`src/rtl/sum_acc_if.sv`:
```
// Sum-stream in / block-total out bundle between half_adder, sum_accumulator and its consumer.
// slave = accumulator side; master = the upstream sample source plus the downstream consumer.
interface sum_acc_if #(
  parameter int IN_W      = 10,
  parameter int ACC_W     = 16,
  parameter int BLOCK_LEN = 4
);
  localparam int CNT_W = $clog2(BLOCK_LEN + 1);

  logic [IN_W-1:0]  sum_in;
  logic             sum_valid;
  logic             flush;
  logic [ACC_W-1:0] acc_out;
  logic [CNT_W-1:0] acc_count;
  logic             acc_sat;
  logic             acc_valid;
  logic             acc_ready;
  logic             overrun;

  modport master (
    output sum_in, sum_valid, flush, acc_ready,
    input  acc_out, acc_count, acc_sat, acc_valid, overrun
  );

  modport slave (
    input  sum_in, sum_valid, flush, acc_ready,
    output acc_out, acc_count, acc_sat, acc_valid, overrun
  );
endinterface

```
`src/rtl/sum_accumulator.sv`:
```
// Accumulates BLOCK_LEN valid sums (or a flushed partial block) into one total; SUM_ACC_SAT_EN selects clamp vs wrap.
// Total valid one cycle after close; input never stalls, a close into a full unaccepted slot is dropped and flags overrun.
module sum_accumulator #(
  parameter int IN_W      = 10,
  parameter int ACC_W     = 16,
  parameter int BLOCK_LEN = 4
) (
  input  logic     clk,
  input  logic     rst,
  sum_acc_if.slave bus
);
  localparam int CNT_W = $clog2(BLOCK_LEN + 1);

  typedef struct packed {
    logic [ACC_W-1:0] total;
    logic [CNT_W-1:0] count;
    logic             sat;
  } res_t;

  logic [ACC_W-1:0] sum_q, sum_d, sum_nxt;
  logic [CNT_W-1:0] cnt_q, cnt_d, cnt_nxt;
  logic             sat_q, sat_d, sat_nxt;
  logic             close;

  res_t             slot_q, slot_d;
  logic             slot_vld_q, slot_vld_d;
  logic             overrun_q, overrun_d;

`ifdef SUM_ACC_SAT_EN
  logic [ACC_W:0]   add_w;
`else
  logic [ACC_W-1:0] add_w;
`endif

  // Running stage: sum/count after this cycle's sample, then decide whether the block closes.
  always_comb begin
    sum_nxt = sum_q;
    cnt_nxt = cnt_q;
    sat_nxt = sat_q;
`ifdef SUM_ACC_SAT_EN
    add_w = {1'b0, sum_q} + {{(ACC_W + 1 - IN_W){1'b0}}, bus.sum_in};
`else
    add_w = sum_q + {{(ACC_W - IN_W){1'b0}}, bus.sum_in};
`endif
    if (bus.sum_valid) begin
      cnt_nxt = cnt_q + CNT_W'(1);
`ifdef SUM_ACC_SAT_EN
      if (add_w[ACC_W]) begin
        sum_nxt = '1;
        sat_nxt = 1'b1;
      end else begin
        sum_nxt = add_w[ACC_W-1:0];
      end
`else
      sum_nxt = add_w;
`endif
    end

    close = (cnt_nxt == CNT_W'(BLOCK_LEN)) || (bus.flush && (cnt_nxt != '0));

    sum_d = close ? '0   : sum_nxt;
    cnt_d = close ? '0   : cnt_nxt;
    sat_d = close ? 1'b0 : sat_nxt;
  end

  // Output slot: a close may reload in the same cycle the old total is accepted.
  always_comb begin
    slot_d     = slot_q;
    slot_vld_d = slot_vld_q;
    overrun_d  = overrun_q;
    if (close) begin
      if (!slot_vld_q || bus.acc_ready) begin
        slot_d.total = sum_nxt;
        slot_d.count = cnt_nxt;
        slot_d.sat   = sat_nxt;
        slot_vld_d   = 1'b1;
      end else begin
        overrun_d = 1'b1;
      end
    end else if (slot_vld_q && bus.acc_ready) begin
      slot_vld_d = 1'b0;
    end
  end

  always_ff @(posedge clk) begin
    if (rst) begin
      sum_q      <= '0;
      cnt_q      <= '0;
      sat_q      <= 1'b0;
      slot_q     <= '0;
      slot_vld_q <= 1'b0;
      overrun_q  <= 1'b0;
    end else begin
      sum_q      <= sum_d;
      cnt_q      <= cnt_d;
      sat_q      <= sat_d;
      slot_q     <= slot_d;
      slot_vld_q <= slot_vld_d;
      overrun_q  <= overrun_d;
    end
  end

  assign bus.acc_out   = slot_q.total;
  assign bus.acc_count = slot_q.count;
  assign bus.acc_sat   = slot_q.sat;
  assign bus.acc_valid = slot_vld_q;
  assign bus.overrun   = overrun_q;
endmodule

```
`src/flat_wrapper.sv`:
```
// flat-port wrapper written by rule: the top's interface ports become plain ports
module sum_accumulator_flat 
#(
  parameter int IN_W      = 10,
  parameter int ACC_W     = 16,
  parameter int BLOCK_LEN = 4
)
  (clk, rst, bus_sum_in, bus_sum_valid, bus_flush, bus_acc_ready, bus_acc_out, bus_acc_count, bus_acc_sat, bus_acc_valid, bus_overrun);
  sum_acc_if #(.IN_W(IN_W), .ACC_W(ACC_W), .BLOCK_LEN(BLOCK_LEN)) bus_i ();
  input  logic clk;
  input  logic rst;
  input wire logic [$bits(bus_i.sum_in)-1:0] bus_sum_in;
  input wire logic [$bits(bus_i.sum_valid)-1:0] bus_sum_valid;
  input wire logic [$bits(bus_i.flush)-1:0] bus_flush;
  input wire logic [$bits(bus_i.acc_ready)-1:0] bus_acc_ready;
  output wire logic [$bits(bus_i.acc_out)-1:0] bus_acc_out;
  output wire logic [$bits(bus_i.acc_count)-1:0] bus_acc_count;
  output wire logic [$bits(bus_i.acc_sat)-1:0] bus_acc_sat;
  output wire logic [$bits(bus_i.acc_valid)-1:0] bus_acc_valid;
  output wire logic [$bits(bus_i.overrun)-1:0] bus_overrun;
  assign bus_i.sum_in = bus_sum_in;
  assign bus_i.sum_valid = bus_sum_valid;
  assign bus_i.flush = bus_flush;
  assign bus_i.acc_ready = bus_acc_ready;
  assign bus_acc_out = bus_i.acc_out;
  assign bus_acc_count = bus_i.acc_count;
  assign bus_acc_sat = bus_i.acc_sat;
  assign bus_acc_valid = bus_i.acc_valid;
  assign bus_overrun = bus_i.overrun;
  sum_accumulator #(.IN_W(IN_W), .ACC_W(ACC_W), .BLOCK_LEN(BLOCK_LEN)) u_core (.clk(clk), .rst(rst), .bus(bus_i));
endmodule
```
`config.mk`:
```
export PLATFORM = sky130hd
export DESIGN_NAME = sum_accumulator_flat
export DESIGN_NICKNAME = d
export VERILOG_FILES = /design/src/rtl/sum_acc_if.sv /design/src/rtl/sum_accumulator.sv /design/src/flat_wrapper.sv
export SDC_FILE = /design/constraint.sdc
export NUM_CORES = 1
export LEC_CHECK = 0
export CORE_UTILIZATION = 47
export DETAILED_ROUTE_END_ITERATION = 6
export GPL_ROUTABILITY_DRIVEN = 0
export GPL_TIMING_DRIVEN = 0
export PLACE_DENSITY_LB_ADDON = 0.25
export SLEW_MARGIN = 20
export SYNTH_ARGS = -nofsm -noshare
export SYNTH_HDL_FRONTEND = slang
export SYNTH_SLANG_ARGS = --single-unit
export TNS_END_PERCENT = 5
```
`constraint.sdc`:
```
create_clock -name clk -period 2.3 [get_ports clk]
set_input_delay 0.46 -clock clk [delete_from_list [all_inputs] [get_ports clk]]
set_output_delay 0.46 -clock clk [all_outputs]
set_load 0.03 [all_outputs]
```
# Yosys cells after proc, flatten, opt, wreduce, memory -nomap -nowiden
# Cells that the tools add are included.
dict set report totals {
  ff_bits 40
  latch_bits 0
  ram_bits 0
  romBits 0
  inputBits 15
  output_inout_bits 22
  word_cells 27
  n_memories 0
}
dict set report classes {
  n_addsub 2
  n_mul 0
  n_div 0
  n_lt_le_gt_ge 0
  eq_ne 2
  n_shift 0
  n_mux 5
  bitwise 1
  reduce_logical 11
}
# op count
set ops {}
lappend ops {{16-bit by 10-bit adder with 16-bit output} 1}
lappend ops {{16-bit 2-to-1 mux} 1}
lappend ops {{2-bit AND reduction} 3}
lappend ops {{3-bit by 1-bit adder with 3-bit output (second input constant)} 1}
lappend ops {{3-bit equality test (second input constant)} 1}
lappend ops {{1-bit 2-to-1 mux} 3}
lappend ops {{3-bit 2-to-1 mux} 1}
lappend ops {{3-bit nonzero test} 1}
lappend ops {{1-bit logical AND} 2}
lappend ops {{1-bit logical OR} 2}
lappend ops {{2-bit inequality test (second input constant)} 1}
lappend ops {{2-bit nonzero test} 1}
lappend ops {{2-bit OR reduction} 1}
lappend ops {{1-bit zero test} 1}
lappend ops {{1-bit inverter} 1}

# Depth between registers and ports, before layout
dict set report logic_depth {
  ltp_word 7
  depth_mapped 8
  depth_no_buf 8
}

# Worst setup path after synthesis
# OpenSTA, ideal clock, no wires.
dict set report synth_timing {
  path_kind {input port to flip-flop}
  from {input bus_sum_in[0]}
  to {register u_core.slot_q, in the netlist u_core.bus.acc_out[10]}
  setup_ps 135
  t_arrival_ps 2211
  required_ps 2165
  path_slack_ps -46
  stages 8
  n_path_buf 0
  path_cell_list {ha_1 fa_1 a211o_1 a21o_1 a221o_1 nand2_1 xor2_1 a211oi_1}
}
dict set report synth_via {
  elab_chain_len 2
}
# item line
set synth_lines {}
lappend synth_lines {{from (decl)} flat_wrapper.sv:12} ;# input wire logic [$bits(bus_i.sum_in)-1:0] bus_sum_in;
lappend synth_lines {{16-bit by 10-bit adder with 16-bit output} sum_accumulator.sv:43} ;# add_w = sum_q + {{(ACC_W - IN_W){1'b0}}, bus.sum_in};
lappend synth_lines {{16-bit 2-to-1 mux} sum_accumulator.sv:45} ;# if (bus.sum_valid) begin
lappend synth_lines {{to (signal assigned)} sum_accumulator.sv:97} ;# slot_q <= slot_d;
lappend synth_lines {{to (decl)} sum_accumulator.sv:25} ;# res_t slot_q, slot_d;
# No other way between the ends.
# A chain may end at the register's enable or synchronous reset.

# Worst setup path in the final report
dict set report layout_timing {
  from {input bus_sum_in[5]}
  to {register u_core.slot_q, in the netlist u_core.bus.acc_out[12]}
}
# Same word-level chain as after synthesis.

==> out/results.txt <==
The run finished with clean final reports. Once detail routing completed, the nets flagged for antenna violations numbered 0. The number of global-route vias before repair was 1589; the required time reported for the critical path endpoint was 2460 ps. TritonCTS built the clock tree. The x dimension of the die was 68.6 um.

The min-delay analysis places its worst path in the category register to register. The run gives 2090 sq um as the summed instance area of the synthesized netlist. The count of input and output buffers works out to 35.

After detailed routing, the average wire length per cell comes to 13.7 um. For this run, the post-layout net count is 303. In the global route stage, overall resource usage came out at 21.0%. For the share of the core filled with cells, the log shows 64.5%.

The cell sitting at the root of the clock tree is a clkbuf_8. The sequential share of the synthesized area is 38.4%. The netlist uses 51 different library cells. Wires add up to 4.47 mm. Highest net fanout along the worst path: 7. After clock tree synthesis, the clock-pin slew on the worst setup and hold paths is 70 ps.

After synthesis, the mean cell area works out to 8.99 sq um. The first global-routing pass estimated 7.13 mm of wire. For the synthesized netlist net count, the log shows 259. Detailed placement finished with a half-perimeter wire length of 3.28 mm.

Detailed routing inserted a total of 1795 vias. The run gives 0.00104 uW as the leakage power of the design. The measured slew at the worst slew-check pin is 632 ps, and the count of endpoints failing hold in the final timing report is 0. The tools report the maximum number of buffers from clock root to sink as 2. The cell row count was 23. Maximum VDD drop: 0.362 mV. After layout, the design draws a total of 1840 uW.

In the layout the commonest cells are 43 x nor2_1, 39 x dfxtp_1, 32 x clkdlybuf4s50_1, 14 x nand2_1, 12 x a211oi_1. Entering global routing, the biggest net connects 12 pins. The run gives 4 as the detailed-routing iteration count for the pre-antenna-repair pass. The number of synthesis warnings is 0, and the post-route fraction of the period consumed by the critical path is 97.3%.

Clock tree synthesis found a total of 40 sinks. Core area: 4120 sq um. The most used flip-flop cell after synthesis is dfxtp_1.

Synthesis produced 232 cells. The total die area came out at 4710 sq um. For the number of remaining DRC errors, the log shows 0. The kind of critical path is primary input to register. Vertical die dimension: 68.6 um.

Measured against its own limit, the worst slew margin works out to 57.8%. The first routing iteration left 107 violations. Relative to the synthesized area, the layout overhead comes to 27.4%. The tools report the number of levels the H-tree was split into as 2. Leaving out fill and tap cells, the most frequent cell in the layout is nor2_1. STA classifies the critical path endpoint as a register. During I/O placement, the number of pins put on the boundary was 37. Counting flops and latches in the post-synthesis netlist gives 40.

The repair_antennas step left the layout with diodes totalling 0. The fraction of synthesis flops using an asynchronous set or reset pin is 0%. The initial antenna violation count is 0, and the global-route congestion overflow total is 0. The fraction of layout cells with a size suffix above 1 was 15.9%; the number of setup violations in the final report was 0. The number of pins with negative max-slew slack in the final report was 0. Counting I/O delays and the setup requirement, the final critical path takes 2240 ps. The logs give 50.7% for the initial cell density of the core and 2390 ps for the data arrival time of the critical path. The worst-skew pair later-pin latency came out at 290 ps.

The average via count per standard cell came out at 5.51. The synthesized design contains 0 enable-type register cells. The final worst clock skew came out at 8.84 ps. The sort of element at the start of the critical path is a primary input.

The tools report the number of buffers created by CTS as 5. Max-cap violations in this run came to 0. In this run the power density over the cells is 691 nW/um^2. For the highest attainable clock frequency, the log shows 447 MHz. Setup repair after global routing could not meet its margin everywhere.
[metal layers]
| layer | wire length (um) | track usage (%) | vias up |
|---|---|---|---|
| li1 | - | - | 909 |
| met1 | 2160 | 27.3 | 830 |
| met2 | 2040 | 33.9 | 47 |
| met3 | 196 | 4.61 | 9 |
| met4 | 80 | 7.55 | 0 |
| met5 | 0 | 0 | - |
[worst max-delay path, cell delays in order]
cell and delay [ps]:
clkdlybuf4s50_1 490, ha_2 320, and4_1 240, and2_1 150, a221o_1 340, nand2_1 90, xor2_1 200, a211oi_1 90
[stage by stage]
step                      setup slack [ps]  hold WS (ps)  area, sq um  TNS (ps)  cells
after global routing                 -15.8           504         2660     -25.1    326
final                                 62.2           467         2660         0    326
after detailed placement              -555           452         2500     -7230    317
after floorplan                       12.2           485         2090         0    232
after CTS                             31.0           470         2610         0    326
after global placement                -549           452         2500     -6750    317
[path summary, 6_finish.rpt]
| kind | startpoint | depth (start not counted) | endpoint | slack [ps] |
|---|---|---|---|---|
| max | bus_sum_in[5] | 8 | u_core.bus.acc_out[12]$_SDFFE_PP0P_ | 60 |
| min | u_core.bus.acc_out[7]$_SDFFE_PP0P_ | 2 | u_core.bus.acc_out[7]$_SDFFE_PP0P_ | 470 |
| max reg2reg | u_core.sum_q[0]$_SDFF_PP0_ | 8 | u_core.bus.acc_out[12]$_SDFFE_PP0P_ | 70 |
| min reg2reg | u_core.bus.acc_out[7]$_SDFFE_PP0P_ | 2 | u_core.bus.acc_out[7]$_SDFFE_PP0P_ | 470 |
[sequential cells by signal (all words and copies together), names as in the netlist]
register,count
u_core.bus.acc_out,16
u_core.bus.acc_count,3
u_core.bus.overrun,1
u_core.sum_q,16
u_core.cnt_q,3
u_core.bus.acc_valid,1
[where the power goes]
group,total [uW],switching (uW),internal (uW)
Combinational,606,346,260
Sequential,795,38.2,757
Clock,434,228,206
Total,1840,612,1220
[layout make-up]
cell class                      count  area (sq um)
Sequential cell                    40           802
Clock inverter                      1          5.00
Inverter                            3          11.3
Clock buffer                        6          72.6
Tap cell                           50          62.6
Buffer                             13          80.1
Timing Repair Buffer               38           365
Fill cell                         358          1460
Multi-Input combinational cell    175          1260
[synth_stat cells, drive strengths merged (2+ instances only)]
| library cell | count | share of area [%] |
|---|---|---|
| buf | 9 | 3.1 |
| and4 | 2 | 0.84 |
| a21o | 3 | 1.1 |
| mux2 | 2 | 1.1 |
| nor3 | 3 | 0.72 |
| a211oi | 18 | 7.9 |
| o31ai | 2 | 0.72 |
| clkbuf | 5 | 0.96 |
| o21ai | 5 | 1.4 |
| dfxtp | 40 | 38 |
| nand2b | 3 | 0.90 |
| nand2 | 15 | 2.7 |
| a31oi | 3 | 0.90 |
| mux2i | 7 | 3.4 |
| a21oi | 13 | 3.3 |
| o21bai | 3 | 1.1 |
| nor2b | 3 | 0.90 |
| xor2 | 6 | 2.5 |
| inv | 3 | 0.54 |
| o41ai | 2 | 1.2 |
| nand3b | 4 | 1.4 |
| nor2 | 45 | 8.3 |
| ha | 11 | 6.6 |
| xnor2 | 6 | 2.5 |
| and3 | 2 | 0.60 |
[cell families (layout without fill, tap and decap cells)]
| kind of cell | after synthesis | in the layout | synth area share [%] |
|---|---|---|---|
| flops | 40 | 40 | 38.4 |
| fa+ha+maj | 12 | 12 | 7.56 |
| simple gates | 84 | 84 | 18.7 |
| other cells | 1 | 1 | 0.180 |
| mux | 9 | 9 | 4.44 |
| compound gates | 57 | 57 | 21.1 |
| xor+xnor | 12 | 12 | 5.04 |
| buf+inv | 17 | 61 | 4.62 |
[timing repair]
item,CTS,global route
gates cloned,0,0
buffers inserted,2,1
setup endpoints to repair,11,7
gates resized for setup,7,10
pin swaps,7,9
hold buffers,0,0
Power figures use the tool's default switching activity.
